### src/rtl/alu_pkg.sv
// Shared opcodes, FSM state encoding and flag helpers for the ALU board front end.
package alu_pkg;

    localparam logic [5:0] OP_ADD = 6'b100000;
    localparam logic [5:0] OP_SUB = 6'b100010;
    localparam logic [5:0] OP_AND = 6'b100100;
    localparam logic [5:0] OP_OR  = 6'b100101;
    localparam logic [5:0] OP_XOR = 6'b100110;
    localparam logic [5:0] OP_SRA = 6'b000011;
    localparam logic [5:0] OP_SRL = 6'b000010;
    localparam logic [5:0] OP_NOR = 6'b100111;

    typedef enum logic [1:0] {
        S_A    = 2'd0,
        S_B    = 2'd1,
        S_OP   = 2'd2,
        S_EXEC = 2'd3
    } state_t;

    // Signed overflow from operand/result sign bits; subtraction flips the operand-sign test.
    function automatic logic signed_ovf(input logic a_msb, input logic b_msb,
                                        input logic r_msb, input logic is_sub);
        if (is_sub) begin
            return (a_msb != b_msb) && (r_msb != a_msb);
        end
        return (a_msb == b_msb) && (r_msb != a_msb);
    endfunction

endpackage

### src/rtl/btn_debounce.sv
// Two-flop synchroniser plus counting debouncer; emits the debounced level and a press pulse.
module btn_debounce #(
    parameter int unsigned DEB_CYCLES = 4
) (
    input  logic clk,
    input  logic rst,
    input  logic i_btn,
    output logic o_level,
    output logic o_press
);

    localparam int unsigned CNT_W = (DEB_CYCLES > 1) ? $clog2(DEB_CYCLES) : 1;

    logic [1:0]       r_sync;
    logic             r_level;
    logic             r_press;
    logic [CNT_W-1:0] r_cnt;

    // Level flips on the DEB_CYCLES-th consecutive sample that disagrees with it.
    always_ff @(posedge clk) begin
        if (rst) begin
            r_sync  <= 2'b00;
            r_level <= 1'b0;
            r_press <= 1'b0;
            r_cnt   <= '0;
        end else begin
            r_sync  <= {r_sync[0], i_btn};
            r_press <= 1'b0;
            if (r_sync[1] != r_level) begin
                if (r_cnt == CNT_W'(DEB_CYCLES - 1)) begin
                    r_level <= r_sync[1];
                    r_press <= r_sync[1];
                    r_cnt   <= '0;
                end else begin
                    r_cnt <= r_cnt + CNT_W'(1);
                end
            end else begin
                r_cnt <= '0;
            end
        end
    end

    assign o_level = r_level;
    assign o_press = r_press;

endmodule

### src/rtl/alu_io_sequencer.sv
// Board front end: debounced LOAD/CLEAR buttons sequence A, B and opcode captures into a registered ALU.
module alu_io_sequencer
    import alu_pkg::*;
#(
    parameter int unsigned NB_DATA    = 8,
    parameter int unsigned NB_CODE    = 6,
    parameter int unsigned DEB_CYCLES = 4
) (
    input  logic               clk,
    input  logic               rst,
    input  logic [NB_DATA-1:0] i_switch,
    input  logic               i_btn_load,
    input  logic               i_btn_clear,
    output logic [NB_DATA-1:0] o_result,
    output logic               o_zero,
    output logic               o_carry,
    output logic               o_overflow,
    output logic               o_err,
    output logic               o_valid,
    output logic [1:0]         o_state
);

    localparam int unsigned MSB = NB_DATA - 1;

    logic w_load_press, w_load_lvl;
    logic w_clr_press, w_clr_lvl;
    logic [1:0] w_unused_levels;

    btn_debounce #(.DEB_CYCLES(DEB_CYCLES)) u_deb_load (
        .clk(clk), .rst(rst), .i_btn(i_btn_load), .o_level(w_load_lvl), .o_press(w_load_press)
    );

    btn_debounce #(.DEB_CYCLES(DEB_CYCLES)) u_deb_clear (
        .clk(clk), .rst(rst), .i_btn(i_btn_clear), .o_level(w_clr_lvl), .o_press(w_clr_press)
    );

    assign w_unused_levels = {w_load_lvl, w_clr_lvl};

    state_t             r_state;
    logic [NB_DATA-1:0] r_a, r_b, r_result;
    logic [NB_CODE-1:0] r_op;
    logic               r_zero, r_carry, r_ovf, r_err, r_valid;

    logic [NB_DATA:0]   w_sum, w_diff;
    logic [NB_DATA-1:0] w_res;
    logic               w_carry, w_ovf, w_err, w_shift_big;

    assign w_sum       = {1'b0, r_a} + {1'b0, r_b};
    assign w_diff      = {1'b0, r_a} - {1'b0, r_b};
    assign w_shift_big = (r_b >= NB_DATA'(NB_DATA));

    // Combinational datapath on the held operands; only sampled in S_EXEC.
    always_comb begin
        w_res   = '0;
        w_carry = 1'b0;
        w_ovf   = 1'b0;
        w_err   = 1'b0;
        case (r_op)
            NB_CODE'(OP_ADD): begin
                w_res   = w_sum[MSB:0];
                w_carry = w_sum[NB_DATA];
                w_ovf   = signed_ovf(r_a[MSB], r_b[MSB], w_sum[MSB], 1'b0);
            end
            NB_CODE'(OP_SUB): begin
                w_res   = w_diff[MSB:0];
                w_carry = w_diff[NB_DATA];
                w_ovf   = signed_ovf(r_a[MSB], r_b[MSB], w_diff[MSB], 1'b1);
            end
            NB_CODE'(OP_AND): w_res = r_a & r_b;
            NB_CODE'(OP_OR):  w_res = r_a | r_b;
            NB_CODE'(OP_XOR): w_res = r_a ^ r_b;
            NB_CODE'(OP_NOR): w_res = ~(r_a | r_b);
            NB_CODE'(OP_SRA): w_res = w_shift_big ? {NB_DATA{r_a[MSB]}}
                                                  : NB_DATA'($signed(r_a) >>> r_b);
            NB_CODE'(OP_SRL): w_res = w_shift_big ? '0 : (r_a >> r_b);
            default:          w_err = 1'b1;
        endcase
    end

    // Capture sequencer; a clear event overrides any load in the same cycle.
    always_ff @(posedge clk) begin
        if (rst) begin
            r_state  <= S_A;
            r_a      <= '0;
            r_b      <= '0;
            r_op     <= '0;
            r_result <= '0;
            r_zero   <= 1'b0;
            r_carry  <= 1'b0;
            r_ovf    <= 1'b0;
            r_err    <= 1'b0;
            r_valid  <= 1'b0;
        end else begin
            r_valid <= 1'b0;
            if (w_clr_press) begin
                r_state  <= S_A;
                r_result <= '0;
                r_zero   <= 1'b0;
                r_carry  <= 1'b0;
                r_ovf    <= 1'b0;
                r_err    <= 1'b0;
            end else begin
                case (r_state)
                    S_A: if (w_load_press) begin
                        r_a     <= i_switch;
                        r_state <= S_B;
                    end
                    S_B: if (w_load_press) begin
                        r_b     <= i_switch;
                        r_state <= S_OP;
                    end
                    S_OP: if (w_load_press) begin
                        r_op    <= i_switch[NB_CODE-1:0];
                        r_state <= S_EXEC;
                    end
                    S_EXEC: begin
                        r_result <= w_res;
                        r_zero   <= (w_res == '0);
                        r_carry  <= w_carry;
                        r_ovf    <= w_ovf;
                        r_err    <= w_err;
                        r_valid  <= 1'b1;
                        r_state  <= S_OP;
                    end
                    default: r_state <= S_A;
                endcase
            end
        end
    end

    assign o_result   = r_result;
    assign o_zero     = r_zero;
    assign o_carry    = r_carry;
    assign o_overflow = r_ovf;
    assign o_err      = r_err;
    assign o_valid    = r_valid;
    assign o_state    = r_state;

endmodule

### config.mk
export PLATFORM = sky130hd
export DESIGN_NAME = alu_io_sequencer
export DESIGN_NICKNAME = d
export VERILOG_FILES = /design/src/rtl/alu_pkg.sv /design/src/rtl/btn_debounce.sv /design/src/rtl/alu_io_sequencer.sv
export SDC_FILE = /design/constraint.sdc
export NUM_CORES = 1
export LEC_CHECK = 0
export BUFFER_PORTS_ARGS = -buffer_cell sky130_fd_sc_hd__buf_2
export CAP_MARGIN = 25
export CORE_MARGIN = 10
export CORE_UTILIZATION = 50
export CTS_BUF_LIST = sky130_fd_sc_hd__clkbuf_4
export DETAILED_ROUTE_END_ITERATION = 10
export PLACE_DENSITY = 0.71
export SYNTH_ARGS = -nofsm -noshare
export SYNTH_HDL_FRONTEND = slang
export SYNTH_SLANG_ARGS = --single-unit
export TNS_END_PERCENT = 30
### constraint.sdc
create_clock -name clk -period 2.85 [get_ports clk]
set_input_delay 0.57 -clock clk [delete_from_list [all_inputs] [get_ports clk]]
set_output_delay 0.57 -clock clk [all_outputs]
set_load 0.03 [all_outputs]
# After elaboration in Yosys (flattened, before gate mapping)

Cells that the tools add are included.

Register bits: 49
Output and inout port bits: 15

$lt $le $gt $ge: 1
$add $sub $neg: 4
Bitwise gates (word level): 9
Multiplexer cells: 13
Reductions and logical operators: 17
Eq/ne operators: 22
Shift-type cells: 2

Operator list:

| kind                                                                                 | number |
|---|---|
| 8-bit one-hot mux with 8 select lines                                                | 1 |
| 6-bit equality test (second input constant)                                          | 6 |
| 8-bit 2-to-1 mux                                                                     | 2 |
| 6-bit by 2-bit equality test with 1-bit output (second input constant)               | 2 |
| 3-bit AND reduction                                                                  | 4 |
| 3-bit OR reduction                                                                   | 4 |
| 8-bit by 8-bit adder with 9-bit output                                               | 1 |
| 8-bit by 8-bit subtractor with 9-bit output                                          | 1 |
| 8-bit bitwise AND                                                                    | 1 |
| 2-bit equality test (second input constant)                                          | 4 |
| 8-bit by 4-bit greater-or-equal comparator with 1-bit output (second input constant) | 1 |
| 8-bit zero test                                                                      | 1 |
| 8-bit NOT                                                                            | 1 |
| 8-bit OR                                                                             | 1 |
| 2-bit one-hot mux with 4 select lines                                                | 1 |
| 8-bit OR reduction                                                                   | 1 |
| 8-bit by 8-bit right shift with 8-bit output                                         | 1 |
| 8-bit by 8-bit >>> shifter with 8-bit output                                         | 1 |
| 8-bit XOR                                                                            | 1 |
| 2-bit 2-to-1 mux                                                                     | 3 |
| 2-bit by 1-bit inequality test with 1-bit output (second input constant)             | 3 |
| 1-bit inequality test                                                                | 5 |
| 1-bit NOT                                                                            | 5 |
| 2-bit by 1-bit adder with 2-bit output (second input constant)                       | 2 |
| 8 further kinds                                                                      | 15 |

# Depth between registers and ports, before layout

Gate-level depths: netlist (run 1).

Depth after elaboration: 5
Mapped depth: 10

# Modules after synthesis

From an unflattened synthesis (run 1), not the netlist that was laid out.

Cell total of the unflattened synthesis: 435
Area total of the unflattened synthesis: 3575.9 µm²

By module, submodules not included:

| module           | cells each | area each (µm²) | sequential area each (µm²) | instances |
|---|---|---|---|---|
| alu_io_sequencer | 405        | 3173.0          | 740.7                      | 1 |
| btn_debounce     | 15         | 201.4           | 120.1                      | 2 |

# Worst setup path after synthesis (run 1)

No wires, ideal clock.

Path kind: register to register
From: register r_b[2]
To: register r_zero (netlist: o_zero)
Period minus slack after synthesis: 2.792 ns
Slack: 0.058 ns
Buffers on the path: 1
Cell stages (with the launch flop): 11
Arrival time: 2.708 ns
Path through: dfxtp_1 -> clkbuf_1 -> inv_1 -> ha_1 -> and3_1 -> a221o_1 -> o41ai_2 -> o221ai_1 -> a221oi_1 -> nand4b_1 -> o31ai_2

Longest elaborated chain between the ends: 4

RTL lines:

| what                                                                                       | RTL line                | RTL |
|---|---|---|
| start: declaration                                                                         | alu_io_sequencer.sv:40  | `logic [NB_DATA-1:0] r_a, r_b, r_result;` |
| start signal: assignment                                                                   | alu_io_sequencer.sv:109 | `r_b <= i_switch;` |
| 8-bit by 4-bit greater-or-equal comparator with 1-bit output, or another cell as far along | alu_io_sequencer.sv:50  | `assign w_shift_big = (r_b >= NB_DATA'(NB_DATA));` |
| 8-bit 2-to-1 mux, or another cell as far along                                             | alu_io_sequencer.sv:75  | `NB_CODE'(OP_SRL): w_res = w_shift_big ? '0 : (r_a >> r_b);` |
| 8-bit one-hot mux with 8 select lines *                                                    | alu_io_sequencer.sv:58  | `case (r_op)` |
| 8-bit zero test *                                                                          | alu_io_sequencer.sv:118 | `r_zero <= (w_res == '0);` |
| end signal: assignment                                                                     | alu_io_sequencer.sv:118 |  |
| end: declaration                                                                           | alu_io_sequencer.sv:42  | `logic r_zero, r_carry, r_ovf, r_err, r_valid;` |

Mark *: on every way between the ends. The rest lies on a longest branch, timed or not.
A chain may end at the register's enable or synchronous reset.

# Worst setup path in the final report (run 1)

From: register r_a[3]
To: register r_zero (netlist: o_zero)

Longest elaborated chain between the ends: 4

RTL lines:

| what                                                                                | RTL line                | RTL |
|---|---|---|
| start: declaration                                                                  | alu_io_sequencer.sv:40  |  |
| start signal: assignment                                                            | alu_io_sequencer.sv:105 | `r_a <= i_switch;` |
| branches (longest 2 deep; another with 8-bit by 8-bit subtractor with 9-bit output) | -                       |  |
| 8-bit one-hot mux with 8 select lines *                                             | alu_io_sequencer.sv:58  |  |
| 8-bit zero test *                                                                   | alu_io_sequencer.sv:118 |  |

Every way passes the cells marked *.

==> flow_summary.ini, run 1 <==
[clock_network]
cts_buffer_depth = 2
insertion_delay_ns = 0.39
cts_root_buf = clkbuf_4
htree_levels = 2
postCtsHoldBufs = 0
numCtsBuffers = 5
post_cts_buffers = 0
cts_tree = built
cts_resized = 0
clkSinkCount = 49
path_clk_slew_ns = 0.16

[run]
cap_violations = 0

[synthesis]
synth-edff-count = 0
ys.flop_type = dfxtp_1
ys_ff_latch = 49
syn_nets = 478
synthCells = 436
async_flop_share_pct = 0
syn_area_um2 = 3480
seq_area_frac_synth_pct = 28.2
yosysWarnings = 0
ys_types = 62
synth_area_per_cell_um2 = 7.99

[floorplan]
die_w_um = 103
initial_core_util_pct = 51.3
dieArea_um2 = 10700
row_count = 30
pin_count = 27
die_y_um = 103
core_area_um2 = 6790

[global_route]
grt_max_degree = 35
grt_pass1_wl_um = 16400
overflow = 0
grt_pass1_vias = 3112
antenna_found_initial = 0
grt_util_all_layers_pct = 19.5

[timing]
rsz0062_at_grt = no
timing.hold.ws_ns = 0.389
report.final.slew_viol_count = 0
finalClockSkew_ns = 0.0143
setup-tns-final_ns = 0
period_share_pct = 93.1
hold_violations = 0
tightestPinTransition_ns = 0.643
fmax_ghz = 0.377
slew_headroom_pct = 56.8
final-setup-viol-count = 0
min_period_ns = 2.65

[critical_path]
arrival_ns = 2.98
startpoint_type = flip-flop
endpoint_kind = flip-flop
worst_ep_required_time_ns = 3.17
path_max_fanout = 8
critical_path_class = flip-flop to flip-flop

[place]
gp_congestion = 0.990
hpwl_um = 7770
io_buffers = 26

[finish]
diodes = 0
areaGrowthSynthToFinish_pct = 11.6
drive_gt1_share_pct = 16.1
nets = 513

[power_and_ir_drop]
p_leak_nw = 1.46
ir_drop_v = 0.000200
cellPowerDensity_nw_per_um2 = 277

[hold_path]
hp-class = input pin to flip-flop

[routing]
drt_first_pass_iters = 5
drc = 0
routed_wl_um = 9930
drtIter0Drc = 263
viasPerCell = 5.79
antenna_violating_nets_post_route = 0
post_drt_wl_per_cell_um = 17.5
vias = 3287

[run_status]
status = completed
## cell type report
type,instances,area [um2]
clock buffers,5,37.5
fillers,673,2910
multi-input cells,333,2290
well taps,96,120
inverters,32,120
repair buffers,50,310
clock inverters,3,26.3
flip-flops and latches,49,983
## critical path, stage by stage, from the launching register on
cell      delay, ns
dfxtp_2        0.42
inv_1          0.08
ha_1           0.40
and3_1         0.19
a221o_1        0.35
o41ai_2        0.27
o221ai_1       0.19
a221oi_2       0.34
nand4b_1       0.16
o31ai_2        0.19
## routing by layer
| layer | track usage (%) | vias up | wire [um] |
|---|---|---|---|
| met5 | 0 | - | 0 |
| met4 | 5.56 | 0 | 179 |
| met3 | 3.19 | 14 | 584 |
| met2 | 31.7 | 102 | 4620 |
| met1 | 25.9 | 1552 | 4550 |
| li1 | - | 1619 | - |
## cell usage after synthesis (3+ instances only)
library cell   n  area share (%)
xor2_1         3            0.75
o211ai_1       4            0.86
nor2_1        61             6.6
dfxtp_1       49              28
nor3_1        11             1.6
ha_1          28              10
a221oi_1       4             1.0
clkbuf_1      13             1.4
xnor2_1       13             3.3
mux4_2         3             1.9
nand2_1       31             3.3
or2_2          4            0.72
nand3_1        9             1.3
o31a_1         3            0.75
nand2b_1       6             1.1
o21ai_0       16             2.3
o221ai_1       3            0.75
and2_1         3            0.54
a21oi_1       39             5.6
a21o_1         3            0.65
a221o_1        4             1.1
nand4_1        3            0.54
a211oi_1       7             1.5
nor2b_1        5            0.90
mux2i_1       15             4.3
inv_1         32             3.4
buf_2          7             1.0
a31oi_1        7             1.3
nor4_1         4            0.72
or3_1          6             1.1
## flip-flops by register name, summed over array words and instances, names as in the netlist
| register | count |
|---|---|
| u_deb_clear.r_cnt | 2 |
| u_deb_load.r_sync | 2 |
| r_b | 8 |
| u_deb_clear.r_sync | 2 |
| u_deb_load.o_level | 1 |
| u_deb_load.o_press | 1 |
| o_err | 1 |
| o_zero | 1 |
| o_overflow | 1 |
| u_deb_clear.o_press | 1 |
| o_carry | 1 |
| o_result | 8 |
| o_valid | 1 |
| r_op | 6 |
| r_a | 8 |
| u_deb_load.r_cnt | 2 |
| o_state | 2 |
| u_deb_clear.o_level | 1 |
## power by group
part / internal (W) / total, W / switching, W
Clock: 0.000102 / 0.000360 / 0.000258
Sequential: 0.000689 / 0.000691 / 0.00000164
Combinational: 0.0000102 / 0.0000279 / 0.0000177
Total: 0.000801 / 0.00108 / 0.000277
## logic make-up (layout without fill, tap and decap cells)
kind of cell | Yosys count | in the layout | synth area share, %
flops | 49 | 49 | 28.2
compound gates | 113 | 113 | 22.3
simple gates | 155 | 155 | 21.4
mux | 19 | 19 | 6.57
xor+xnor | 16 | 16 | 4.02
buf+inv | 54 | 90 | 6.28
fa+ha+maj | 30 | 30 | 11.2
## layout by cell type, fill, tap and decap left out, types with 3 or more instances in the layout
cell      instances
nor2_1           61
dfxtp_1          47
a21oi_1          39
inv_1            32
nand2_1          31
ha_1             28
buf_2            26
buf_4            24
o21ai_0          16
mux2i_1          15
xnor2_1          13
nor3_1           11
nand3_1           9
a211oi_1          7
a31oi_1           7
nand2b_1          6
or3_1             6
nor2b_1           5
clkbuf_4          5
or2_2             4
nor4_1            4
o211ai_1          4
a221o_1           4
and2_1            3
a21o_1            3
xor2_1            3
a221oi_1          3
nand4_1           3
o221ai_1          3
mux4_2            3
o31a_1            3
## final timing paths
path	startpoint	to	slack [ns]	cells after the start
worst max-delay path	r_a[3]	o_zero	0.20	9
worst min-delay path	i_btn_load	u_deb_load.r_sync[0]	0.39	2
worst max register to register	r_a[3]	o_zero	0.20	9
worst min register to register	u_deb_clear.r_cnt[0]	u_deb_clear.r_cnt[0]	0.43	1
## stage by stage
stage	util (%)	std cells	area, um2	setup WS, ns	total power [W]
after global routing	57.2	568	3890	0.0278	0.00112
after floorplan	-	436	3480	0.0578	0.000719
after global placement	56.2	560	3820	0.271	0.000733
after detailed placement	56.2	560	3820	0.169	0.000733
final	57.2	568	3890	0.196	0.00108
after CTS	57.1	568	3880	0.127	0.00109
(Power assumes the default switching activity.)
==> run 2, diff against run 1 <==
Settings changed: CORE_MARGIN 10 to 2.
==> flow_summary.ini, run 2 (synthesis results as in run 1) <==
[run_status]
status = completed

[power_and_ir_drop]
cellPowerDensity_nw_per_um2 = 277
ir_drop_v = 0.000211
p_leak_nw = 1.46
power.total_w = 0.00108

[finish]
layout.cells.non_filler = 550
fin_area_um2 = 3890
areaGrowthSynthToFinish_pct = 11.7
diodes = 0
layout_common_cells = 61 x nor2_1, 46 x dfxtp_1, 39 x a21oi_1
n_fill_cell = 660
nets = 511
final_common_cell = nor2_1
drive_gt1_share_pct = 16.8

[place]
place_area_um2 = 3790
hpwl_um = 7630
io_buffers = 26
gp_congestion = 0.972
dp_slack_ns = 0.105
dp.cells = 542

[global_route]
antenna_found_initial = 0
grt_max_degree = 35
grt_pass1_wl_um = 15800
grt_util_all_layers_pct = 26.8
grt_pass1_vias = 3047
overflow = 0

[timing]
slew_headroom_pct = 59.3
tightestPinTransition_ns = 0.611
worst_slack_ns = 0.166
min_period_ns = 2.68
hold_violations = 0
fmax_ghz = 0.373
final-setup-viol-count = 0
report.final.slew_viol_count = 0
period_share_pct = 94.2
finalClockSkew_ns = 0.0122

[critical_path]
cpPeakStageDelay_ns = 0.45
worst_ep_required_time_ns = 3.16
slowest_stage = dfxtp_1
reg2reg_to = o_zero
path_max_fanout = 7
endpoint_kind = flip-flop
r2r_slack_ns = 0.17
r2r-start = r_b[5]
crit_path_cell_trace = inv_1 -> ha_2 -> nor3_1 -> a21oi_1 -> o41ai_4 -> buf_4 -> a221o_1 -> a221oi_2 -> nand4b_1 -> o31ai_2
startpoint_type = flip-flop
crit_family = compound AO/OA/AOI/OAI gates
r2r_cells = 10
crit_end = o_zero
critical_path_class = flip-flop to flip-flop
startpoint = r_b[5]
crit_cells = 10
arrival_ns = 3.00
path_buf_inv = 2

[clock_network]
insertion_delay_ns = 0.39
clkSinkCount = 49
cts_resized = 0
cts_root_buf = clkbuf_4
numCtsBuffers = 5
postCtsHoldBufs = 0
htree_levels = 2
post_cts_buffers = 0
cts_buffer_depth = 2
path_clk_slew_ns = 0.16
cts_tree = built

[routing]
post_drt_wl_per_cell_um = 18.3
drc = 0
antenna_violating_nets_post_route = 0
drtIter0Drc = 316
viasPerCell = 6.17
routed_wl_um = 10100
vias = 3395
drt_first_pass_iters = 5

[floorplan]
die_y_um = 87.5
initial_core_util_pct = 51.6
dieArea_um2 = 7650
core_area_um2 = 6760
pin_count = 27
row_count = 30
die_w_um = 87.5

[hold_path]
whs_path_depth = 2
hp-class = input pin to flip-flop

[run]
cap_violations = 0
==> run 2: worst register-to-register path: stages (launching register included) <==
cell and delay, ns:
dfxtp_1 0.45, inv_1 0.12, ha_2 0.42, nor3_1 0.09, a21oi_1 0.21, o41ai_4 0.13, buf_4 0.16, a221o_1 0.35
a221oi_2 0.33, nand4b_1 0.16, o31ai_2 0.19
==> run 2: metal layers <==
metal  part of all wire (%)  track usage [%]  up-vias  wire length [um]
met5                      0                0        -                 0
met4                    2.6             10.5        0               257
met3                    7.2             5.69       24               722
met2                     44             39.9      149              4460
met1                     46             37.6     1605              4610
li1                       -                -     1617                 -
==> run 2: per-stage QoR <==
| stage | setup TNS [ns] | hold WS [ns] | util (%) |
|---|---|---|---|
| after floorplan | 0 | 0.397 | - |
| after global placement | 0 | 0.406 | 56.1 |
| after detailed placement | 0 | 0.413 | 56.1 |
| after CTS | 0 | 0.366 | 57.1 |
| after global routing | -0.0000779 | 0.374 | 57.6 |
| final | 0 | 0.384 | 57.6 |
==> run 2: layout make-up <==
cell class                      instances  area [um2]  area share, %
Sequential cell                        49         985           25.3
Tap cell                               80         100           2.57
Timing Repair Buffer                   48         308           7.91
Clock buffer                            5        37.5          0.964
Clock inverter                          3        26.3          0.675
Multi-Input combinational cell        333        2320           59.5
Inverter                               32         120           3.09
==> run 2: how the worst min path moves through the flow <==
stage / startpoint / to / slack, ns
finish: i_btn_load / u_deb_load.r_sync[0] / 0.38
global route: i_btn_clear / u_deb_clear.r_sync[0] / 0.37
CTS: i_btn_load / u_deb_load.r_sync[0] / 0.37
detailed placement: u_deb_clear.r_cnt[0] / u_deb_clear.r_cnt[0] / 0.41
global placement: u_deb_load.r_cnt[0] / u_deb_load.r_cnt[0] / 0.41
floorplan: u_deb_clear.r_cnt[0] / u_deb_clear.r_cnt[0] / 0.40
==> run 2: power by group <==
part / switching, W / internal [W] / total [W]
clock network: 0.000257 / 0.000102 / 0.000359
registers: 0.00000163 / 0.000689 / 0.000691
logic: 0.0000182 / 0.0000102 / 0.0000284
total: 0.000277 / 0.000801 / 0.00108
